<file path="src/rtl/contador_vagas_if.sv">
// contador_vagas_if: sensor/status bundle for the parking-space counter.
//   V            raw asynchronous sensor bits, 1 = space free (master -> slave)
//   S            registered free-space count
//   Cheio        count is zero
//   Vazio        count equals N_VAGAS
//   Quase_cheio  count at or below the nearly-full threshold
//   Evento       one-cycle pulse on any count change
//   Ocupou       one-cycle pulse when the count drops
//   Liberou      one-cycle pulse when the count rises
interface contador_vagas_if #(
  parameter int N_VAGAS = 8
);
  localparam int W = $clog2(N_VAGAS + 1);

  logic [N_VAGAS-1:0] V;
  logic [W-1:0]       S;
  logic               Cheio;
  logic               Vazio;
  logic               Quase_cheio;
  logic               Evento;
  logic               Ocupou;
  logic               Liberou;

  modport master (
    output V,
    input  S, Cheio, Vazio, Quase_cheio, Evento, Ocupou, Liberou
  );

  modport slave (
    input  V,
    output S, Cheio, Vazio, Quase_cheio, Evento, Ocupou, Liberou
  );
endinterface

</file>
<file path="src/rtl/contador_vagas.sv">
// contador_vagas: counts free parking spaces from N_VAGAS occupancy sensors.
// Each sensor bit is synchronised (two flops), optionally debounced, then
// popcounted into a registered count S with registered status flags and
// one-cycle change pulses.
//
// Ports:
//   Clk  single clock, rising edge
//   Rst  asynchronous, active-high reset
//   bus  contador_vagas_if.slave (V in; S, flags and pulses out)
//
// Build option:
//   CONTADOR_VAGAS_DEBOUNCE_EN  when defined, each bit must disagree with its
//   filtered value for DEB_CICLOS consecutive cycles before it is accepted.
//   When undefined the synchronised bits feed the popcount directly and
//   DEB_CICLOS has no effect.
module contador_vagas #(
  parameter int N_VAGAS    = 8,
  parameter int DEB_CICLOS = 4,
  parameter int LIMIAR     = 1
) (
  input  logic                   Clk,
  input  logic                   Rst,
  contador_vagas_if.slave        bus
);
  localparam int W = $clog2(N_VAGAS + 1);
  localparam logic [W-1:0] LIMIAR_W  = W'(LIMIAR);
  localparam logic [W-1:0] N_VAGAS_W = W'(N_VAGAS);

  if (N_VAGAS < 1 || N_VAGAS > 255) begin : g_bad_n_vagas
    $error("contador_vagas: N_VAGAS must be 1..255");
  end
  if (DEB_CICLOS < 1 || DEB_CICLOS > 255) begin : g_bad_deb_ciclos
    $error("contador_vagas: DEB_CICLOS must be 1..255");
  end
  if (LIMIAR < 0 || LIMIAR > N_VAGAS) begin : g_bad_limiar
    $error("contador_vagas: LIMIAR must be 0..N_VAGAS");
  end

  logic [N_VAGAS-1:0] ff1_q, ff2_q;
  logic [N_VAGAS-1:0] f;

  always_ff @(posedge Clk or posedge Rst) begin
    if (Rst) begin
      ff1_q <= '0;
      ff2_q <= '0;
    end else begin
      ff1_q <= bus.V;
      ff2_q <= ff1_q;
    end
  end

`ifdef CONTADOR_VAGAS_DEBOUNCE_EN
  localparam logic [7:0] DEB_MAX = 8'(DEB_CICLOS - 1);

  logic [N_VAGAS-1:0] f_q, f_d;
  logic [7:0]         cnt_q [N_VAGAS];
  logic [7:0]         cnt_d [N_VAGAS];

  // A counter only runs while its bit disagrees with the accepted value, so
  // any agreement (including a glitch ending) restarts the count.
  always_comb begin
    f_d = f_q;
    for (int i = 0; i < N_VAGAS; i++) begin
      cnt_d[i] = '0;
      if (ff2_q[i] != f_q[i]) begin
        if (cnt_q[i] == DEB_MAX) begin
          f_d[i] = ff2_q[i];
        end else begin
          cnt_d[i] = cnt_q[i] + 8'd1;
        end
      end
    end
  end

  always_ff @(posedge Clk or posedge Rst) begin
    if (Rst) begin
      f_q <= '0;
      for (int i = 0; i < N_VAGAS; i++) cnt_q[i] <= '0;
    end else begin
      f_q <= f_d;
      for (int i = 0; i < N_VAGAS; i++) cnt_q[i] <= cnt_d[i];
    end
  end

  assign f = f_q;
`else
  assign f = ff2_q;
`endif

  logic [W-1:0] s_q, s_d;
  logic cheio_q, cheio_d, vazio_q, vazio_d, quase_q, quase_d;
  logic evento_q, evento_d, ocupou_q, ocupou_d, liberou_q, liberou_d;

  // Flags and pulses are derived from the next count so they line up with S
  // on the same edge. Simultaneous bit changes net out in the popcount, so
  // at most one of Ocupou/Liberou can fire.
  always_comb begin
    s_d = '0;
    for (int i = 0; i < N_VAGAS; i++) s_d = s_d + W'(f[i]);
    cheio_d   = (s_d == '0);
    vazio_d   = (s_d == N_VAGAS_W);
    quase_d   = (s_d <= LIMIAR_W);
    evento_d  = (s_d != s_q);
    ocupou_d  = (s_d < s_q);
    liberou_d = (s_d > s_q);
  end

  always_ff @(posedge Clk or posedge Rst) begin
    if (Rst) begin
      s_q       <= '0;
      cheio_q   <= 1'b1;
      vazio_q   <= 1'b0;
      quase_q   <= 1'b1;
      evento_q  <= 1'b0;
      ocupou_q  <= 1'b0;
      liberou_q <= 1'b0;
    end else begin
      s_q       <= s_d;
      cheio_q   <= cheio_d;
      vazio_q   <= vazio_d;
      quase_q   <= quase_d;
      evento_q  <= evento_d;
      ocupou_q  <= ocupou_d;
      liberou_q <= liberou_d;
    end
  end

  assign bus.S           = s_q;
  assign bus.Cheio       = cheio_q;
  assign bus.Vazio       = vazio_q;
  assign bus.Quase_cheio = quase_q;
  assign bus.Evento      = evento_q;
  assign bus.Ocupou      = ocupou_q;
  assign bus.Liberou     = liberou_q;
endmodule

</file>
<file path="src/flat_wrapper.sv">
// flat-port wrapper written by rule: the top's interface ports become plain ports
module contador_vagas_flat 
#(
  parameter int N_VAGAS    = 8,
  parameter int DEB_CICLOS = 4,
  parameter int LIMIAR     = 1
)
  (Clk, Rst, bus_V, bus_S, bus_Cheio, bus_Vazio, bus_Quase_cheio, bus_Evento, bus_Ocupou, bus_Liberou);
  contador_vagas_if #(.N_VAGAS(N_VAGAS)) bus_i ();
  input  logic Clk;
  input  logic Rst;
  input wire logic [$bits(bus_i.V)-1:0] bus_V;
  output wire logic [$bits(bus_i.S)-1:0] bus_S;
  output wire logic [$bits(bus_i.Cheio)-1:0] bus_Cheio;
  output wire logic [$bits(bus_i.Vazio)-1:0] bus_Vazio;
  output wire logic [$bits(bus_i.Quase_cheio)-1:0] bus_Quase_cheio;
  output wire logic [$bits(bus_i.Evento)-1:0] bus_Evento;
  output wire logic [$bits(bus_i.Ocupou)-1:0] bus_Ocupou;
  output wire logic [$bits(bus_i.Liberou)-1:0] bus_Liberou;
  assign bus_i.V = bus_V;
  assign bus_S = bus_i.S;
  assign bus_Cheio = bus_i.Cheio;
  assign bus_Vazio = bus_i.Vazio;
  assign bus_Quase_cheio = bus_i.Quase_cheio;
  assign bus_Evento = bus_i.Evento;
  assign bus_Ocupou = bus_i.Ocupou;
  assign bus_Liberou = bus_i.Liberou;
  contador_vagas #(.N_VAGAS(N_VAGAS), .DEB_CICLOS(DEB_CICLOS), .LIMIAR(LIMIAR)) u_core (.Clk(Clk), .Rst(Rst), .bus(bus_i));
endmodule
</file>
<file path="config.mk">
export PLATFORM = sky130hd
export DESIGN_NAME = contador_vagas_flat
export DESIGN_NICKNAME = d
export VERILOG_FILES = /design/src/rtl/contador_vagas_if.sv /design/src/rtl/contador_vagas.sv /design/src/flat_wrapper.sv
export SDC_FILE = /design/constraint.sdc
export NUM_CORES = 1
export LEC_CHECK = 0
export CAP_MARGIN = 20
export CORE_ASPECT_RATIO = 1.1
export CORE_MARGIN = 2
export CORE_UTILIZATION = 45
export CTS_CLUSTER_DIAMETER = 80
export DETAILED_ROUTE_END_ITERATION = 12
export MAX_ROUTING_LAYER = met4
export PLACE_DENSITY = 0.71
export SKIP_CTS_REPAIR_TIMING = 1
export SYNTH_ARGS = -nofsm -noshare
export SYNTH_HDL_FRONTEND = slang
export SYNTH_SLANG_ARGS = --single-unit
export TNS_END_PERCENT = 100
</file>
<file path="constraint.sdc">
create_clock -name Clk -period 4.7 [get_ports Clk]
set_input_delay 0.94 -clock Clk [delete_from_list [all_inputs] [get_ports Clk]]
set_output_delay 0.94 -clock Clk [all_outputs]
set_load 0.1 [all_outputs]
</file>
-- Word-level counts from Yosys, hierarchy flattened
Index checks and enable logic that the tools add are counted.
- reduce and logical (&&, ||, !) cells: 1
- equal/unequal tests: 2
- $add $sub $neg: 7
- order comparisons: 3
- operators by type and width (kind ; count):
    $add 4x1->4 ; 6
    $eq 4x4->1 const B ; 1
    $gt 4x4->1 ; 1
    $le 4x1->1 const B ; 1
    $logic_not 4->1 ; 1
    $lt 4x4->1 ; 1
    $ne 4x4->1 ; 1
    $add 1x1->2 ; 1
- bits in registers: 26
- logic and storage cells: 22
- input bits: 10
- output and inout bits: 10

-- Logic depth before layout (Yosys ltp)
Gate-level depths: netlist of the first run.
- depth in word-level cells: 8
- depth in mapped cells: 13
- gate-level depth less buffers: 13

-- Least setup slack after synthesis of the first run
No wires, ideal clock.
- kind: reg2reg
- start point: reg u_core.ff2_q[0] (netlist: u_core.f[0])
- end point: reg u_core.liberou_q (netlist: u_core.bus.Liberou)
- slack: 1379 ps
- library setup time: 134 ps
- cell stages (with the launch flop): 14
- period minus slack after synthesis: 3321 ps
- data arrival time: 3188 ps
- data required time: 4566 ps
- buffers on the path: 0
- path through: dfrtp_1 ha_1 inv_1 fa_1 fa_1 inv_1 fa_1 inv_1 fa_1 inv_1 ha_1 nor2b_1 o211ai_1 a21boi_0
- longest elaborated chain between the ends: 8
- RTL lines (item ; line ; source):
    start: declaration ; contador_vagas.sv:39 ; logic [N_VAGAS-1:0] ff1_q, ff2_q;
    start signal: assignment ; contador_vagas.sv:48 ; ff2_q <= ff1_q;
    $add 1x1->2 ; contador_vagas.sv:99 ; for (int i = 0; i < N_VAGAS; i++) s_d = s_d + W'(f[i]);
    $add 4x1->4 (6 in series) ; contador_vagas.sv:99 ;
    net u_core.s_d[1] ; contador_vagas.sv:90 ; logic [W-1:0] s_q, s_d;
    $gt 4x4->1 ; contador_vagas.sv:105 ; liberou_d = (s_d > s_q);
    net u_core.liberou_d ; contador_vagas.sv:92 ; logic evento_q, evento_d, ocupou_q, ocupou_d, liberou_q, liberou_d;
    end signal: assignment ; contador_vagas.sv:124 ; liberou_q <= liberou_d;
    end: declaration ; contador_vagas.sv:92 ;
The timed path passes the listed nets, and every way through them passes these cells.

-- Final worst setup path of the first run
Same ends and word-level chain as after synthesis.

==> run metrics, run 1 <==
ant diodes=0; maximum number of pins on one net before global-route repair=27; mean cell area of the mapped netlist=14.3 µm²; combinational power share=0.507; Max Used Layer=met3; Crit path arrival time=3690 ps; antenna viol nets, final=0; worst vdd ir=0.000303 V; Core ar.=0.00204 mm²; gr usage total=0.122; Clock Sinks=26; total grt overflow=0; CTS Buf Count=3; final wirelength=1200 µm; Achievable Freq=286 MHz; final hold viol count=0; switching fraction of total power=0.467; wire length per cell=10.0 µm; hold crit path type=flop to flop; First-pass DRT Iterations=1; Post-Route Skew=5.49 ps; status=complete, no violations; Synth Area in Adders=0.170; Max-cap violations=0; Die Y=53.1 µm; post-route setup TNS=0 ps; fin util=0.607; row count=17; CTS Root Cell=clkbuf_4; Clock Latency Late Sink=300 ps; minimum clock period=3490 ps; crit path max fanout=3; Seq/Total Area, Yosys=0.662; routability cong.=0.771; main combinational cell family by area after synthesis=adder cells; Final setup viols=0; initial antenna violation count=0; M1 WL=397 µm; post-DP HPWL=1020 µm; Tcrit/Tclk final=0.743; Synth cell types=17; NetSw=0.345 mW; YS warnings=0; CTS H-tree lvls=1; Top Ports=20; cells along the critical path=ha_1, inv_1, fa_1, fa_1, inv_1, fa_1, inv_1, fa_1, inv_1, ha_1, nor2b_1, o211ai_1, a21boi_0; vias per cell=4.50; Mapped Cells=69; first-pass GRT wire length=2250 µm; Cell Pwr Density=597 mW/mm²; Final Max Tran Viols=0; multiplexer share of the synthesized area=0; top post-synthesis cells by area=dfrtp_1, ha_1, fa_1, inv_1, dfstp_2; slew at the pin closest to its max-slew limit=984 ps; worst stage delay on the critical path=490 ps; mapped cell area=987 µm²; Slew headroom=0.342; Compound-Gate Fraction of Synth Area=0.0380; Synth top area share=0.608; Clock power frac=0.124; Layout area overhead=25.5%; layout cells sized above 1=0.0870; Seq pwr share=0.370; Die Area=0.00259 mm²; vias in the first global route=599; Net Count, Synth=90; worst endpoint required time=4890 ps; area leader, netlist=dfrtp_1; Starting Density=0.483; RSZ-0062 raised after global routing=false; WHS=364 ps; DR iter-0 viols=0; met3 WL=70 µm; Clock Pin Slew Worst Setup and Hold Paths=130 ps; IO Port Bufs=19; CP max-delay cell=fa_1; Longest Clk Path Bufs=2; synthesized flop and latch total=26; Post-layout nets=114; static leakage=0.588 nW; CTS tree=built; residual DRC count=0; total number of vias=540; simple-gate share of the synthesized area=0.0697; Crit Path Class=flop to flop; xor and xnor fraction of the mapped netlist area=0; P_int=0.394 mW; Crit. End Element=flop; Die X=48.7 µm; met2 WL=733 µm; Startpoint Class=flop
[final cells by class]
class / instances / area, µm²
clock buffer: 4 / 26.3
fill: 172 / 803
inverter: 16 / 60.1
multi-input combinational: 27 / 274
sequential: 26 / 653
tap: 28 / 35.0
timing repair buffer: 19 / 190
[sequential cells by signal (all words and copies together), names as in the netlist]
signal                  count
u_core.f                    8
u_core.bus.S                4
u_core.bus.Liberou          1
u_core.bus.Ocupou           1
u_core.bus.Cheio            1
u_core.bus.Vazio            1
u_core.bus.Evento           1
u_core.ff1_q                8
u_core.bus.Quase_cheio      1
[synth_stat cells, drive strengths merged]
| master | instances |
|---|---|
| fa | 4 |
| inv | 16 |
| a21boi | 1 |
| nor3b | 1 |
| nor2b | 3 |
| ha | 7 |
| nand4 | 1 |
| a21oi | 3 |
| dfrtp | 24 |
| nand2 | 1 |
| dfstp | 2 |
| and2b | 1 |
| o211ai | 1 |
| and2 | 1 |
| nor2 | 3 |
[power by group through the flow]
stage / registers, mW / logic [mW] / clock network, mW
floorplan: 0.478 / 0.0931 / 0
global placement: 0.277 / 0.373 / 0
detailed placement: 0.279 / 0.379 / 0
CTS: 0.274 / 0.379 / 0.0980
global route: 0.278 / 0.399 / 0.105
finish: 0.273 / 0.374 / 0.0914
[critical path: cells and delay by family, from the launching register on]
kind / cells / cell delay [ps]
AOI/OAI and AO/OA: 2 / 310
adders and majority gates: 6 / 2250
buffers and inverters: 4 / 300
DFF: 1 / 390
and+or+nand+nor: 1 / 130
[final timing paths]
kind / startpoint / to / slack [ps] / depth (start not counted)
max: u_core.f[0]$_DFF_PP0_ / u_core.bus.Liberou$_DFF_PP0_ / 1210 / 13
min: u_core.ff1_q[3]$_DFF_PP0_ / u_core.f[3]$_DFF_PP0_ / 360 / 0
max reg2reg: u_core.f[0]$_DFF_PP0_ / u_core.bus.Liberou$_DFF_PP0_ / 1210 / 13
min reg2reg: u_core.ff1_q[3]$_DFF_PP0_ / u_core.f[3]$_DFF_PP0_ / 360 / 0
max in group asynchronous: Rst / u_core.bus.Vazio$_DFF_PP0_ / 3030 / 2
min in group asynchronous: Rst / u_core.f[4]$_DFF_PP0_ / 1110 / 2
[cell families (layout without fill, tap and decap cells)]
group	Yosys count	in the layout
buf+inv	16	39
fa+ha+maj	11	11
flops	26	26
compound gates	5	5
simple gates	11	11
[per-stage QoR]
stage | area (µm²) | setup WS, ps | instances | power, mW
after floorplan | 987 | 1380 | 69 | 0.571
after global placement | 1210 | 1270 | 116 | 0.650
after detailed placement | 1210 | 1180 | 116 | 0.658
after CTS | 1240 | 1160 | 120 | 0.751
after global routing | 1240 | 960 | 120 | 0.782
final | 1240 | 1210 | 120 | 0.739
[cells in the final DEF, fill, tap and decap left out, drive strengths merged]
cell           instances
dfrtp                 24
clkdlybuf4s50         19
inv                   16
ha                     7
fa                     4
clkbuf                 4
nor2                   3
a21oi                  3
nor2b                  3
dfstp                  2
and2b                  1
o211ai                 1
and2                   1
nand4                  1
a21boi                 1
nand2                  1
nor3b                  1
[routing by layer]
layer	global-route usage	vias up
met2	0.263	19
met4	0.0571	0
met3	0.0169	0
met5	-	-
met1	0.101	265
li1	-	256
Note: power is estimated with default switching activity, not from simulation.
==> run 2, diff against run 1 <==
==> constraint.sdc (replaced) <==
create_clock -name Clk -period 3.4 [get_ports Clk]
set_input_delay 0.68 -clock Clk [delete_from_list [all_inputs] [get_ports Clk]]
set_output_delay 0.68 -clock Clk [all_outputs]
set_load 0.1 [all_outputs]
==> run metrics, run 2 (same netlist as run 1, synthesis figures left out) <==
Core ar.=0.00204 mm² (unchanged); routability cong.=0.769 (-0.22%); CTS Buf Count=3 (unchanged); total number of vias=583 (+8.0%); row count=17 (unchanged); most common cell after layout, fill and taps aside=dfrtp_1; Final setup viols=0 (unchanged); Starting Density=0.483 (unchanged); WP buf/inv=4 (unchanged); gr usage total=0.131 (+0.00898); Final Cell Area=0.00133 mm² (+7.2%); Cell Pwr Density=886 mW/mm² (+49%); Crit path arrival time=3620 ps (-70 ps); final wirelength=1350 µm (+13%); Die Area=0.00259 mm² (unchanged); commonest non-fill, non-tap cells in the layout=dfrtp_1, clkdlybuf4s50_1, inv_1, buf_4, ha_1; maximum number of pins on one net before global-route repair=27 (unchanged); CTS H-tree lvls=1 (unchanged); CP max-delay cell=fa_1; Crit. End Element=flop; Register Area=653 µm² (unchanged); Slew headroom=0.355 (+0.0136); fillers=167 (-2.9%); CTS tree=built; Final Non-Filler Cells=124 (+3.3%); total grt overflow=0 (unchanged); Final Max Tran Viols=0 (unchanged); First-pass DRT Iterations=4 (+3); antenna viol nets, final=0 (unchanged); dpl cell area=0.00122 mm² (+0.62%); worst stage delay on the critical path=500 ps (about the same); Die X=48.7 µm (unchanged); layout cells sized above 1=0.260 (+0.173); initial antenna violation count=0 (unchanged); Post-layout nets=118 (+3.5%); first-pass GRT wire length=2350 µm (+4.6%); most frequent CP cell=inv_2; status=complete, no violations; Clock Latency Late Sink=320 ps (+20 ps); Die Y=53.1 µm (unchanged); Multi-input gate area=314 µm² (+15%); worst vdd ir=0.000523 V (+73%); minimum clock period=3360 ps (-135 ps); wire length per cell=10.9 µm (+9.0%); Hold Crit Depth=0 (unchanged); Layout area overhead=34.5%; Crit path max-delay family=adder cells; IO Port Bufs=19 (unchanged); Achievable Freq=298 MHz (+4.0%); Worst path depth=13 (unchanged); Clock Pin Slew Worst Setup and Hold Paths=130 ps (about the same); residual DRC count=0 (unchanged); worst endpoint required time=3670 ps (-1220 ps); hold crit path type=flop to flop; CTS Root Cell=clkbuf_4; DR iter-0 viols=2 (+2); reg2reg path depth=13 (unchanged); Crit Path Class=flop to flop; vias per cell=4.70 (+4.5%); post-DP HPWL=1060 µm (+4.3%); cells along the critical path=ha_4, inv_2, fa_1, fa_1, inv_1, fa_2, inv_2, fa_2, inv_2, ha_4, nor2b_4, o211ai_1, and2_1; Tcrit/Tclk final=0.988 (+0.244); Max-cap violations=0 (unchanged); ant diodes=0 (unchanged); crit path max fanout=2 (-1); static leakage=0.627 nW (+6.6%); Longest Clk Path Bufs=2 (unchanged); vias in the first global route=616 (+2.8%); RSZ-0062 raised after global routing=true; power after layout=1.18 mW (+59%); Top Ports=20 (unchanged); # placed instances=118 (+1.7%); Post-Route Skew=6.35 ps (+0.858 ps); Clock Sinks=26 (unchanged); Startpoint Class=flop; slew at the pin closest to its max-slew limit=964 ps (-20.3 ps); final hold viol count=0 (unchanged)
run 2: changes by cell type in the layout (fill, tap and decap cells not counted), sizes merged:
cell,change
bufinv,+1
clkbuf,-1
clkdlybuf4s50,-3
buf,+7
run 2: metal layers:
layer	part of all wire	GRT usage	up-vias
met5	0	-	-
met4	0.021	0.0857	0
met3	0.057	0.0169	5
met2	0.60	0.269	26
met1	0.32	0.110	289
li1	-	-	263
run 2: final cells by class:
| cell class | instances | share of cell area |
|---|---|---|
| Clock buffer | 3 | 0.0170 |
| Clock inverter | 1 | 0.0226 |
| Inverter | 16 | 0.0452 |
| Multi-Input combinational cell | 27 | 0.237 |
| Sequential cell | 26 | 0.492 |
| Tap cell | 28 | 0.0264 |
| Timing Repair Buffer | 23 | 0.160 |
run 2: metrics by stage:
stage	TNS, ps	utilization	setup WS (ps)	hold slack, ps
floorplan	0	-	78.9	331
detailed placement	-123	0.597	-81.7	337
CTS	-211	0.623	-120	367
global placement	0	0.597	7.71	332
finish	0	0.650	41.2	366
global route	-195	0.650	-103	373
run 2: power breakdown:
part | switching [mW] | internal, mW | leakage [nW] | total (mW)
clock network | 0.0870 | 0.119 | 0.0279 | 0.206
logic | 0.402 | 0.189 | 0.296 | 0.591
registers | 0.0175 | 0.362 | 0.303 | 0.379
run 2: final timing paths:
check	slack, ps	to	from
max	40	u_core.bus.Ocupou$_DFF_PP0_	u_core.f[0]$_DFF_PP0_
min	370	u_core.f[3]$_DFF_PP0_	u_core.ff1_q[3]$_DFF_PP0_
max reg2reg	40	u_core.bus.Ocupou$_DFF_PP0_	u_core.f[0]$_DFF_PP0_
min reg2reg	370	u_core.f[3]$_DFF_PP0_	u_core.ff1_q[3]$_DFF_PP0_
max in group asynchronous	2010	u_core.bus.Evento$_DFF_PP0_	Rst
min in group asynchronous	840	u_core.ff1_q[5]$_DFF_PP0_	Rst
==> run 3, diff against run 2 <==
--- a/config.mk
+++ b/config.mk
@@ -11,9 +11,11 @@
 export CORE_UTILIZATION = 45
 export CTS_CLUSTER_DIAMETER = 80
 export DETAILED_ROUTE_END_ITERATION = 12
+export HOLD_SLACK_MARGIN = 0.05
 export MAX_ROUTING_LAYER = met4
 export PLACE_DENSITY = 0.71
 export SKIP_CTS_REPAIR_TIMING = 1
+export SLEW_MARGIN = 20
 export SYNTH_ARGS = -nofsm -noshare
 export SYNTH_HDL_FRONTEND = slang
 export SYNTH_SLANG_ARGS = --single-unit
==> constraint.sdc (replaced) <==
create_clock -name Clk -period 3.1 [get_ports Clk]
set_input_delay 0.62 -clock Clk [delete_from_list [all_inputs] [get_ports Clk]]
set_output_delay 0.62 -clock Clk [all_outputs]
set_load 0.1 [all_outputs]
==> run metrics, run 3 (same netlist as run 1, synthesis figures left out) <==
minimum clock period=3340 ps (-16.2 ps); Slew headroom=0.723 (+0.367); Clock Sinks=26 (unchanged); Core ar.=0.00204 mm² (unchanged); Crit path max-delay family=adder cells; cells along the critical path=ha_1, inv_1, fa_1, fa_1, inv_1, fa_2, inv_2, fa_2, inv_2, ha_4, nor2b_1, o211ai_1, and2_1; Crit. End Element=flop; IO Port Bufs=19 (unchanged); slew at the pin closest to its max-slew limit=415 ps (-549 ps); gr usage total=0.123 (-0.00760); initial antenna violation count=0 (unchanged); Register Area=653 µm² (unchanged); Final WS setup=-243 ps (-284 ps); Cell Pwr Density=912 mW/mm² (+2.9%); CTS Buf Count=3 (unchanged); post-route setup TNS=-476 ps (-476 ps); layout cells sized above 1=0.323 (+0.0628); vias in the first global route=582 (-5.5%); static leakage=0.641 nW (+2.3%); commonest non-fill, non-tap cells in the layout=dfrtp_1, buf_4, inv_1, clkdlybuf4s50_1, ha_1; Final Max Tran Viols=0 (unchanged); Achievable Freq=299 MHz (+0.49%); CTS H-tree lvls=1 (unchanged); ant diodes=0 (unchanged); worst endpoint required time=3360 ps (-310 ps); RSZ-0062 raised after global routing=true; fillers=160 (-4.2%); maximum number of pins on one net before global-route repair=27 (unchanged); antenna viol nets, final=0 (unchanged); most common cell after layout, fill and taps aside=dfrtp_1; Multi-input gate area=302 µm² (-4.0%); Tcrit/Tclk final=1.08 (+0.0904); crit path max fanout=2 (unchanged); worst stage delay on the critical path=490 ps (about the same); # placed instances=121 (+2.5%); Longest Clk Path Bufs=2 (unchanged); final wirelength=1310 µm (-3.2%); post-DP HPWL=1040 µm (-2.5%); hold crit path type=flop to flop; pre-CTS setup slack=-253 ps (-171 ps); Crit Path Class=flop to flop; Clock Pin Slew Worst Setup and Hold Paths=130 ps (about the same); Die Area=0.00259 mm² (unchanged); total number of vias=569 (-2.4%); row count=17 (unchanged); vias per cell=4.48 (-4.7%); Crit path arrival time=3600 ps (-20 ps); Clock Latency Late Sink=310 ps (about the same); First-pass DRT Iterations=4 (unchanged); Die X=48.7 µm (unchanged); Starting Density=0.483 (unchanged); worst vdd ir=0.000529 V (+1.0%); status=complete, but fails checks; Post-layout nets=121 (+2.5%); final hold viol count=0 (unchanged); CTS Root Cell=clkbuf_4; WP buf/inv=4 (unchanged); total grt overflow=0 (unchanged); residual DRC count=0 (unchanged); dpl cell area=0.00123 mm² (+0.62%); CTS tree=built; Top Ports=20 (unchanged); failing checks=negative setup slack; Post-Route Skew=3.63 ps (-2.72 ps); Final Non-Filler Cells=127 (+2.4%); Max-cap violations=0 (unchanged); Die Y=53.1 µm (unchanged); Startpoint Class=flop; wire length per cell=10.3 µm (-5.5%); Layout area overhead=32.8%; first-pass GRT wire length=2260 µm (-3.8%); routability cong.=0.779 (+1.3%); CP max-delay cell=fa_1; Final Cell Area=0.00131 mm² (-1.2%); Final setup viols=2 (+2); DR iter-0 viols=6 (+4)
-- run 3: layout make-up --
| class | count | area share |
|---|---|---|
| inverter | 16 | 0.0458 |
| multi-input combinational | 27 | 0.230 |
| tap | 28 | 0.0267 |
| sequential | 26 | 0.498 |
| clock buffer | 4 | 0.0277 |
| timing repair buffer | 26 | 0.172 |
-- run 3: through the flow --
step                utilization  total power, mW  hold WS (ps)
floorplan                     -            0.870           331
global placement          0.601            0.998           332
detailed placement        0.601             1.01           336
CTS                       0.619             1.18           366
global route              0.642             1.27           373
finish                    0.642             1.20           364
-- run 3: final timing paths --
check / start / endpoint / slack [ps] / cells past startpoint
worst max-delay path: u_core.f[0]$_DFF_PP0_ / u_core.bus.Ocupou$_DFF_PP0_ / -240 / 13
worst min-delay path: u_core.ff1_q[5]$_DFF_PP0_ / u_core.f[5]$_DFF_PP0_ / 360 / 0
worst max register to register: u_core.f[0]$_DFF_PP0_ / u_core.bus.Ocupou$_DFF_PP0_ / -240 / 13
worst min register to register: u_core.ff1_q[5]$_DFF_PP0_ / u_core.f[5]$_DFF_PP0_ / 360 / 0
max in group asynchronous: Rst / u_core.ff1_q[6]$_DFF_PP0_ / 2090 / 3
min in group asynchronous: Rst / u_core.bus.S[2]$_DFF_PP0_ / 570 / 2
-- run 3: where the power goes --
group          switching [mW]  leakage, nW  internal, mW
clock network          0.0910       0.0210        0.0718
registers              0.0184        0.303         0.397
logic                   0.439        0.317         0.179
-- run 3: worst register-to-register path, delay by kind of cell (launching register included) --
| family | cells | cell delay [ps] |
|---|---|---|
| and+or+nand+nor | 2 | 270 |
| adders and majority gates | 6 | 2170 |
| DFF | 1 | 390 |
| buffers and inverters | 4 | 290 |
| AOI/OAI and AO/OA | 1 | 180 |
-- run 3: per-layer routing --
layer / up-vias / routed length [µm] / global-route usage
met2: 23 / 741 / 0.260
met1: 272 / 455 / 0.107
met4: 0 / 36 / 0.0571
met5: - / 0 / -
met3: 7 / 77 / 0.0169
li1: 267 / - / -
